--- src/rtl/ssg_multi.sv ---
// Multi-channel SSG sound generator: NCH tone channels, shared noise LFSR,
// shared 32-step envelope, per-channel stereo pan and registered L/R mixes.
// Ports:
//   CLK, RESET            clock, synchronous active-high reset
//   CE                    generator clock enable
//   WR, ADDR, WDATA       register write bus (one CLK per write)
//   RDATA                 combinational register readback for ADDR
//   MODE                  1 = AY 16-step volume table, 0 = YM 32-step table
//   CH_OUT                per-channel 8-bit level, channel k at [8k+7:8k]
//   MIX_L, MIX_R          full-width pan-weighted sums of the channel levels
//   ACTIVE                per-channel enable summary (tone or noise enabled)
module ssg_multi #(
   parameter int NCH      = 3,
   parameter int TONE_W   = 12,
   parameter int ENV_W    = 16,
   parameter int PRESCALE = 8,
   localparam int MW      = 12 + $clog2(NCH)
) (
   input  logic             CLK,
   input  logic             RESET,
   input  logic             CE,
   input  logic             WR,
   input  logic [5:0]       ADDR,
   input  logic [7:0]       WDATA,
   output logic [7:0]       RDATA,
   input  logic             MODE,
   output logic [8*NCH-1:0] CH_OUT,
   output logic [MW-1:0]    MIX_L,
   output logic [MW-1:0]    MIX_R,
   output logic [NCH-1:0]   ACTIVE
);

   localparam int PW = $clog2(PRESCALE);

   localparam logic [7:0] YM_TAB [0:31] = '{
      8'd0,   8'd1,   8'd1,   8'd2,   8'd2,   8'd3,   8'd3,   8'd4,
      8'd5,   8'd6,   8'd7,   8'd8,   8'd10,  8'd12,  8'd14,  8'd16,
      8'd19,  8'd22,  8'd26,  8'd31,  8'd37,  8'd44,  8'd52,  8'd62,
      8'd74,  8'd88,  8'd104, 8'd124, 8'd147, 8'd175, 8'd208, 8'd255
   };

   localparam logic [7:0] AY_TAB [0:15] = '{
      8'd0,  8'd2,  8'd3,  8'd4,  8'd6,  8'd8,   8'd11,  8'd16,
      8'd23, 8'd32, 8'd45, 8'd64, 8'd90, 8'd128, 8'd180, 8'd255
   };

   typedef enum logic [1:0] {
      ENV_HOLD,
      ENV_UP,
      ENV_DN
   } env_st_t;

   // Register file
   logic [TONE_W-1:0] tone_per [NCH];
   logic [4:0]        vol      [NCH];
   logic [7:0]        pan      [NCH];
   logic [4:0]        noise_per;
   logic [NCH-1:0]    tone_dis;
   logic [NCH-1:0]    noise_dis;
   logic [ENV_W-1:0]  env_per;
   logic [3:0]        shape;

   // Generator state
   logic [PW-1:0]     pcnt;
   logic              nhalf;
   logic              tick;
   logic              noise_tick;
   logic [TONE_W-1:0] tone_cnt [NCH];
   logic [TONE_W-1:0] tone_lim [NCH];
   logic [NCH-1:0]    tone_op;
   logic [4:0]        noise_cnt;
   logic [4:0]        noise_lim;
   logic [16:0]       lfsr;
   logic [ENV_W-1:0]  env_cnt;
   logic [ENV_W-1:0]  env_lim;
   logic              env_wrap;
   logic              restart;
   env_st_t           env_st;
   env_st_t           env_st_n;
   logic [4:0]        env;
   logic [4:0]        env_n;
   logic              at_end;

   // Output path
   logic [8*NCH-1:0]  lvl_n;
   logic [MW-1:0]     mix_l_n;
   logic [MW-1:0]     mix_r_n;
   logic              gate;
   logic [4:0]        l5;
   logic [7:0]        lv;
   logic [11:0]       pl;
   logic [11:0]       pr;

   // Register writes
   always_ff @(posedge CLK) begin
      if (RESET) begin
         for (int k = 0; k < NCH; k++) begin
            tone_per[k] <= '0;
            vol[k]      <= '0;
            pan[k]      <= 8'hFF;
         end
         noise_per <= '0;
         tone_dis  <= '1;
         noise_dis <= '1;
         env_per   <= '0;
         shape     <= '0;
      end else if (WR) begin
         for (int k = 0; k < NCH; k++) begin
            if (ADDR == 6'(2*k))
               tone_per[k][7:0] <= WDATA;
            if (ADDR == 6'(2*k+1))
               tone_per[k][TONE_W-1:8] <= WDATA[TONE_W-9:0];
            if (ADDR == 6'(24+k))
               vol[k] <= WDATA[4:0];
            if (ADDR == 6'(40+k))
               pan[k] <= WDATA;
         end
         case (ADDR)
            6'h10:   noise_per <= WDATA[4:0];
            6'h11:   tone_dis  <= WDATA[NCH-1:0];
            6'h12:   noise_dis <= WDATA[NCH-1:0];
            6'h20:   env_per[7:0] <= WDATA;
            6'h21:   env_per[ENV_W-1:8] <= WDATA[ENV_W-9:0];
            6'h22:   shape <= WDATA[3:0];
            default: ;
         endcase
      end
   end

   // Register readback
   always_comb begin
      RDATA = '0;
      for (int k = 0; k < NCH; k++) begin
         if (ADDR == 6'(2*k))
            RDATA = tone_per[k][7:0];
         if (ADDR == 6'(2*k+1))
            RDATA = 8'(tone_per[k] >> 8);
         if (ADDR == 6'(24+k))
            RDATA = {3'b000, vol[k]};
         if (ADDR == 6'(40+k))
            RDATA = pan[k];
      end
      case (ADDR)
         6'h10:   RDATA = {3'b000, noise_per};
         6'h11:   RDATA = 8'(tone_dis);
         6'h12:   RDATA = 8'(noise_dis);
         6'h20:   RDATA = env_per[7:0];
         6'h21:   RDATA = 8'(env_per >> 8);
         6'h22:   RDATA = {4'b0000, shape};
         default: ;
      endcase
   end

   // Prescaler: tick on every PRESCALE-th CE, noise on every 2nd tick
   assign tick       = CE && (pcnt == PW'(PRESCALE-1));
   assign noise_tick = tick && nhalf;

   always_ff @(posedge CLK) begin
      if (RESET) begin
         pcnt  <= '0;
         nhalf <= 1'b0;
      end else if (CE) begin
         pcnt <= tick ? '0 : pcnt + PW'(1);
         if (tick)
            nhalf <= ~nhalf;
      end
   end

   // Period limits; a zero period behaves as one.
   // The >= compare lets a shortened period take effect without stalling.
   always_comb begin
      for (int k = 0; k < NCH; k++) begin
         tone_lim[k] = (tone_per[k] == '0) ? '0 : tone_per[k] - TONE_W'(1);
      end
   end

   assign noise_lim = (noise_per == '0) ? '0 : noise_per - 5'd1;
   assign env_lim   = (env_per == '0) ? '0 : env_per - ENV_W'(1);

   // Tone counters
   always_ff @(posedge CLK) begin
      if (RESET) begin
         for (int k = 0; k < NCH; k++) begin
            tone_cnt[k] <= '0;
         end
         tone_op <= '0;
      end else if (tick) begin
         for (int k = 0; k < NCH; k++) begin
            if (tone_cnt[k] >= tone_lim[k]) begin
               tone_cnt[k] <= '0;
               tone_op[k]  <= ~tone_op[k];
            end else begin
               tone_cnt[k] <= tone_cnt[k] + TONE_W'(1);
            end
         end
      end
   end

   // Noise counter and LFSR
   always_ff @(posedge CLK) begin
      if (RESET) begin
         noise_cnt <= '0;
         lfsr      <= 17'h1;
      end else if (noise_tick) begin
         if (noise_cnt >= noise_lim) begin
            noise_cnt <= '0;
            lfsr      <= {lfsr[0] ^ lfsr[3], lfsr[16:1]};
         end else begin
            noise_cnt <= noise_cnt + 5'd1;
         end
      end
   end

   // Envelope
   assign restart  = WR && (ADDR == 6'h22);
   assign env_wrap = tick && (env_cnt >= env_lim);

   always_ff @(posedge CLK) begin
      if (RESET) begin
         env_cnt <= '0;
      end else if (restart) begin
         env_cnt <= '0;
      end else if (tick) begin
         env_cnt <= env_wrap ? '0 : env_cnt + ENV_W'(1);
      end
   end

   always_ff @(posedge CLK) begin
      if (RESET) begin
         env_st <= ENV_HOLD;
         env    <= '0;
      end else begin
         env_st <= env_st_n;
         env    <= env_n;
      end
   end

   // Restart uses the shape being written, so it wins over a same-cycle step.
   // Shape bits: [3]=C, [2]=At, [1]=Alt, [0]=H.
   always_comb begin
      env_st_n = env_st;
      env_n    = env;
      at_end   = ((env_st == ENV_UP) && (env == 5'd31)) ||
                 ((env_st == ENV_DN) && (env == 5'd0));
      if (restart) begin
         env_st_n = WDATA[2] ? ENV_UP : ENV_DN;
         env_n    = WDATA[2] ? 5'd0 : 5'd31;
      end else if (env_wrap) begin
         unique case (env_st)
            ENV_UP, ENV_DN: begin
               if (!at_end) begin
                  env_n = (env_st == ENV_UP) ? env + 5'd1 : env - 5'd1;
               end else if (!shape[3]) begin
                  env_n    = 5'd0;
                  env_st_n = ENV_HOLD;
               end else if (shape[0]) begin
                  env_n    = (shape[2] ^ shape[1]) ? 5'd31 : 5'd0;
                  env_st_n = ENV_HOLD;
               end else if (shape[1]) begin
                  // reverse; the end value is repeated once
                  env_st_n = (env_st == ENV_UP) ? ENV_DN : ENV_UP;
               end else begin
                  env_n = shape[2] ? 5'd0 : 5'd31;
               end
            end
            default: ;
         endcase
      end
   end

   // Channel levels and mixes
   always_comb begin
      lvl_n   = '0;
      mix_l_n = '0;
      mix_r_n = '0;
      gate    = 1'b0;
      l5      = '0;
      lv      = '0;
      pl      = '0;
      pr      = '0;
      for (int k = 0; k < NCH; k++) begin
         gate = (tone_dis[k] | tone_op[k]) & (noise_dis[k] | lfsr[0]);
         if (!gate)
            l5 = 5'd0;
         else if (vol[k][4])
            l5 = env;
         else
            l5 = {vol[k][3:0], vol[k][3]};
         lv = MODE ? AY_TAB[l5[4:1]] : YM_TAB[l5];
         lvl_n[8*k +: 8] = lv;
         pl = {4'b0000, lv} * {8'h00, pan[k][7:4]};
         pr = {4'b0000, lv} * {8'h00, pan[k][3:0]};
         mix_l_n = mix_l_n + MW'(pl);
         mix_r_n = mix_r_n + MW'(pr);
      end
   end

   always_ff @(posedge CLK) begin
      if (RESET) begin
         CH_OUT <= '0;
         MIX_L  <= '0;
         MIX_R  <= '0;
      end else begin
         CH_OUT <= lvl_n;
         MIX_L  <= mix_l_n;
         MIX_R  <= mix_r_n;
      end
   end

   assign ACTIVE = ~(tone_dis & noise_dis);

endmodule
--- config.mk ---
export PLATFORM = sky130hd
export DESIGN_NAME = ssg_multi
export DESIGN_NICKNAME = d
export VERILOG_FILES = /design/src/rtl/ssg_multi.sv
export SDC_FILE = /design/constraint.sdc
export NUM_CORES = 1
export LEC_CHECK = 0
export BUFFER_PORTS_ARGS = -buffer_cell sky130_fd_sc_hd__clkbuf_2
export CORE_MARGIN = 3
export CORE_UTILIZATION = 69
export DETAILED_ROUTE_END_ITERATION = 10
export PLACE_DENSITY = 0.88
export SYNTH_ARGS = -nofsm -noshare
export SYNTH_HDL_FRONTEND = slang
export SYNTH_SLANG_ARGS = --single-unit
--- constraint.sdc ---
create_clock -name CLK -period 16.5 [get_ports CLK]
set_input_delay 2.475 -clock CLK [delete_from_list [all_inputs] [get_ports CLK]]
set_output_delay 2.475 -clock CLK [all_outputs]
set_load 0.01 [all_outputs]
==> impl_metrics.py <==
metrics = {
    "outcome": {
        "status": "completed",
    },
    "floorplanning": {
        "core_area_um2": 29010,
        "die_y_um": 178.6,
        "dieArea_um2": 31890,
        "start_util_pct": 70.84,
        "fp.dieW_um": 178.6,
        "rows": 62,
        "io_pins": 82,
    },
    "clock_tree": {
        "cts.path.max_buffers": 3,
        "root_buffer": "clkbuf_16",
        "insertion_delay_ns": 0.57,
        "cts_sinks": 246,
        "postCtsSetupBuffers": 0,
        "cts.repair.resized": 0,
        "cts_buffers": 27,
        "cts_tree": "built",
        "path_clk_slew_ns": 0.07,
        "hold_buffers": 0,
        "cts_max_level": 1,
    },
    "routing": {
        "drt_iter0_markers": 1575,
        "routed_via_density": 6.315,
        "drc": 0,
        "ant_nets": 0,
        "routedWlPerCell_um": 20.06,
        "vias": 17440,
        "routed_wl_um": 55380,
        "first_pass_iters": 7,
    },
    "sta": {
        "worst_pin_slew_ns": 1.252,
        "period_needed_ns": 8.240,
        "setup_viol_count_final": 0,
        "finalCritPeriodShare_pct": 49.94,
        "finClkSkew_ns": 0.01075,
        "rsz0062_at_grt": "no",
        "relSlewSlack_pct": 16.24,
        "slew_violations": 0,
        "fin_tns_setup_ns": 0,
        "fmax_ghz": 0.1214,
        "final_hold_viol_count": 0,
        "holdWs_ns": 0.4635,
    },
    "layout": {
        "syn_to_final_growth_pct": 8.140,
        "nets": 2688,
        "drive_gt1_share_pct": 7.951,
        "n_antenna_cell": 0,
        "fillCellCount": 2014,
        "design_area_um2": 22230,
    },
    "power_and_ir_drop": {
        "sw_frac_of_total_pct": 35.83,
        "switching_power_mw": 0.8267,
        "seq_power_share_pct": 30.9,
        "p_leak_nw": 9.576,
        "pwr-share-clk_pct": 31.1,
        "intPower_mw": 1.481,
        "pwr-share-comb_pct": 38.0,
        "cellPowerDensity_nw_per_um2": 103.8,
        "peakVddDrop_uv": 96.91,
    },
    "yosys": {
        "synth_top_family_by_area": "adder cells",
        "synthAdderAreaFrac_pct": 24.42,
        "yosysTopAreaCell": "edfxtp_1",
        "async_reset_ff_share_pct": 0,
        "ys.flop_type": "dfxtp_1",
        "synth_nets": 2657,
        "synth_edf_count": 111,
        "synth.avg_cell_area_um2": 8.840,
        "syn_area_um2": 20550,
        "yosysSeqAreaShare_pct": 29.37,
        "synth_compound_area_share_pct": 11.69,
        "synthDistinctLibCells": 75,
        "netlist_instances": 2325,
        "yosysTopAreaCellShare_pct": 16.22,
        "synth_xor_area_share_pct": 4.389,
        "synth-simple-area-share_pct": 21.53,
        "synth-seq-cells": 246,
        "synth_top_cells_by_area": "edfxtp_1 (16%), fa_1 (14%), dfxtp_1 (13%)",
        "synth_warnings": 0,
        "synth_mux_area_share_pct": 2.581,
    },
    "global_route": {
        "grt.met2_usage_pct": 58.22,
        "gr-total-overflow": 0,
        "grt_pass1_wl_um": 88840,
        "grt_pass1_vias": 17390,
        "antenna_found_initial": 0,
        "grt.total_usage_pct": 34.89,
        "grt.met1_usage_pct": 45.51,
        "grt_most_used_layer": "met2",
        "grt_max_degree": 60,
        "grt_util_met3_pct": 6.450,
    },
    "hold_path": {
        "min_path_type": "flop to flop",
    },
    "setup_path": {
        "start_kind": "primary input",
        "crit_type": "primary input to flop",
        "critPathRequiredTime_ns": 16.95,
        "arrival_ns": 8.69,
        "cp-end-kind": "flop",
        "cp_max_fo": 50,
    },
    "flow_run": {
        "max_cap_viol_count": 0,
    },
    "placed_design": {
        "gp_congestion": 0.9730,
        "dpl.hpwl_um": 41240,
        "placed_area_um2": 21180,
        "portBuffers": 81,
    },
}
## registers in the layout, indices dropped and copies added (netlist names)
| register | flops |
|---|---|
| tone_dis | 3 |
| tone_op | 3 |
| env_st | 2 |
| pcnt | 3 |
| MIX_R | 14 |
| env_per | 16 |
| CH_OUT | 24 |
| noise_per | 5 |
| tone_per | 36 |
| shape | 4 |
| vol | 15 |
| env_cnt | 16 |
| pan | 24 |
| env | 5 |
| nhalf | 1 |
| tone_cnt | 36 |
| noise_dis | 3 |
| lfsr | 17 |
| noise_cnt | 5 |
| MIX_L | 14 |
## cell usage in the layout, fill, tap and decap left out, types with 6 or more instances in the layout
cell | synthesis | routed
nor2b_1 | 19 | 19
a22o_1 | 6 | 6
a221oi_1 | 8 | 8
nand2_1 | 298 | 298
nand3_1 | 106 | 106
nor4_1 | 6 | 6
o21ai_0 | 66 | 65
or2_2 | 12 | 12
dfxtp_1 | 135 | 135
bufinv_16 | 0 | 9
ha_1 | 166 | 166
a31oi_1 | 10 | 10
a21o_1 | 21 | 21
a211oi_1 | 12 | 12
nor3b_1 | 6 | 6
a21oi_1 | 125 | 125
o22ai_1 | 10 | 10
buf_4 | 1 | 15
fa_1 | 147 | 147
a22oi_1 | 28 | 28
mux2_2 | 18 | 18
mux2i_1 | 26 | 26
nand4_1 | 16 | 16
clkbuf_2 | 0 | 80
xor2_1 | 58 | 58
inv_1 | 231 | 231
xnor2_1 | 45 | 45
nor2_1 | 170 | 170
and3_1 | 18 | 18
nor3_1 | 72 | 72
o211ai_1 | 22 | 22
or3_1 | 17 | 17
or4_1 | 6 | 6
a222oi_1 | 9 | 9
clkbuf_16 | 0 | 27
nand2b_1 | 21 | 21
and2_1 | 134 | 134
o21a_1 | 10 | 10
edfxtp_1 | 111 | 111
## critical path, stage by stage
cell and delay [ns]:
clkbuf_2 0.68, a221oi_1 0.10, a21oi_1 0.77, nand2_1 0.17
fa_1 0.49, fa_1 0.56, inv_1 0.06, fa_1 0.53
inv_1 0.06, fa_1 0.50, fa_1 0.54, inv_1 0.07
fa_1 0.47, a21oi_1 0.23, o211ai_1 0.16, o41ai_1 0.41
o21ai_0 0.19, xnor2_1 0.17, nor2_1 0.05
## cell type report
type | instances | area [µm²] | share of cell area, %
multi-input cells | 1755 | 13280 | 59.75
flip-flops and latches | 246 | 6036 | 27.16
inverters | 231 | 867.1 | 3.901
clock buffers | 29 | 683.2 | 3.074
repair buffers | 95 | 513.0 | 2.308
well taps | 384 | 480.5 | 2.162
clock inverters | 21 | 365.4 | 1.644
## power groups by stage
stage	combinational, mW	clock [mW]	sequential (mW)
6_report	0.876	0.718	0.713
5_1_grt	0.992	0.742	0.717
4_1_cts	0.869	0.724	0.712
3_5_place_dp	0.850	0	0.724
3_3_place_gp	0.795	0	0.723
2_1_floorplan	0.643	0	0.718
## per-layer routing
layer  share of wire [%]  vias to the layer above
met4                 4.2                        0
met3                  11                      188
met5                   0                        -
met2                  47                      992
met1                  38                     8271
li1                    -                     7986
## worst paths after layout
check,from,end,slack [ns],cells past startpoint
setup / recovery,MODE,MIX_R[12],8.26,19
hold / removal,lfsr[14],lfsr[13],0.46,2
setup reg to reg,vol[0][9],MIX_R[12],8.53,24
hold reg to reg,lfsr[14],lfsr[13],0.46,2
## cells in the mapped netlist (18+ instances only)
master	instances
mux2i_1	26
and3_1	18
nor2_1	170
o211ai_1	22
ha_1	166
o21ai_0	66
nand2_1	298
clkbuf_1	66
a21oi_1	125
fa_1	147
xnor2_1	45
mux2_2	18
and2_1	134
xor2_1	58
a21o_1	21
nor3_1	72
dfxtp_1	135
edfxtp_1	111
inv_1	231
nor2b_1	19
nand3_1	106
nand2b_1	21
a22oi_1	28
buf_1	18
## metrics by stage
stage	total power [mW]	utilization (%)	cells	setup slack (ns)
after floorplan	1.361	-	2325	8.676
after global placement	1.518	72.99	2711	7.951
after detailed placement	1.574	72.99	2711	7.776
after CTS	2.305	76.60	2761	8.381
after global routing	2.451	76.60	2761	7.880
final	2.307	76.60	2761	8.260
## kinds of logic (layout without fill, tap and decap cells)
group | after synthesis | count (layout)
AO/OA/AOI/OAI | 373 | 373
XOR/XNOR | 103 | 103
adder cells (fa/ha/maj) | 313 | 313
buffers and inverters | 324 | 376
flip-flops | 246 | 246
multiplexers | 47 | 47
AND/OR/NAND/NOR | 919 | 919
(Power assumes the default switching activity.)
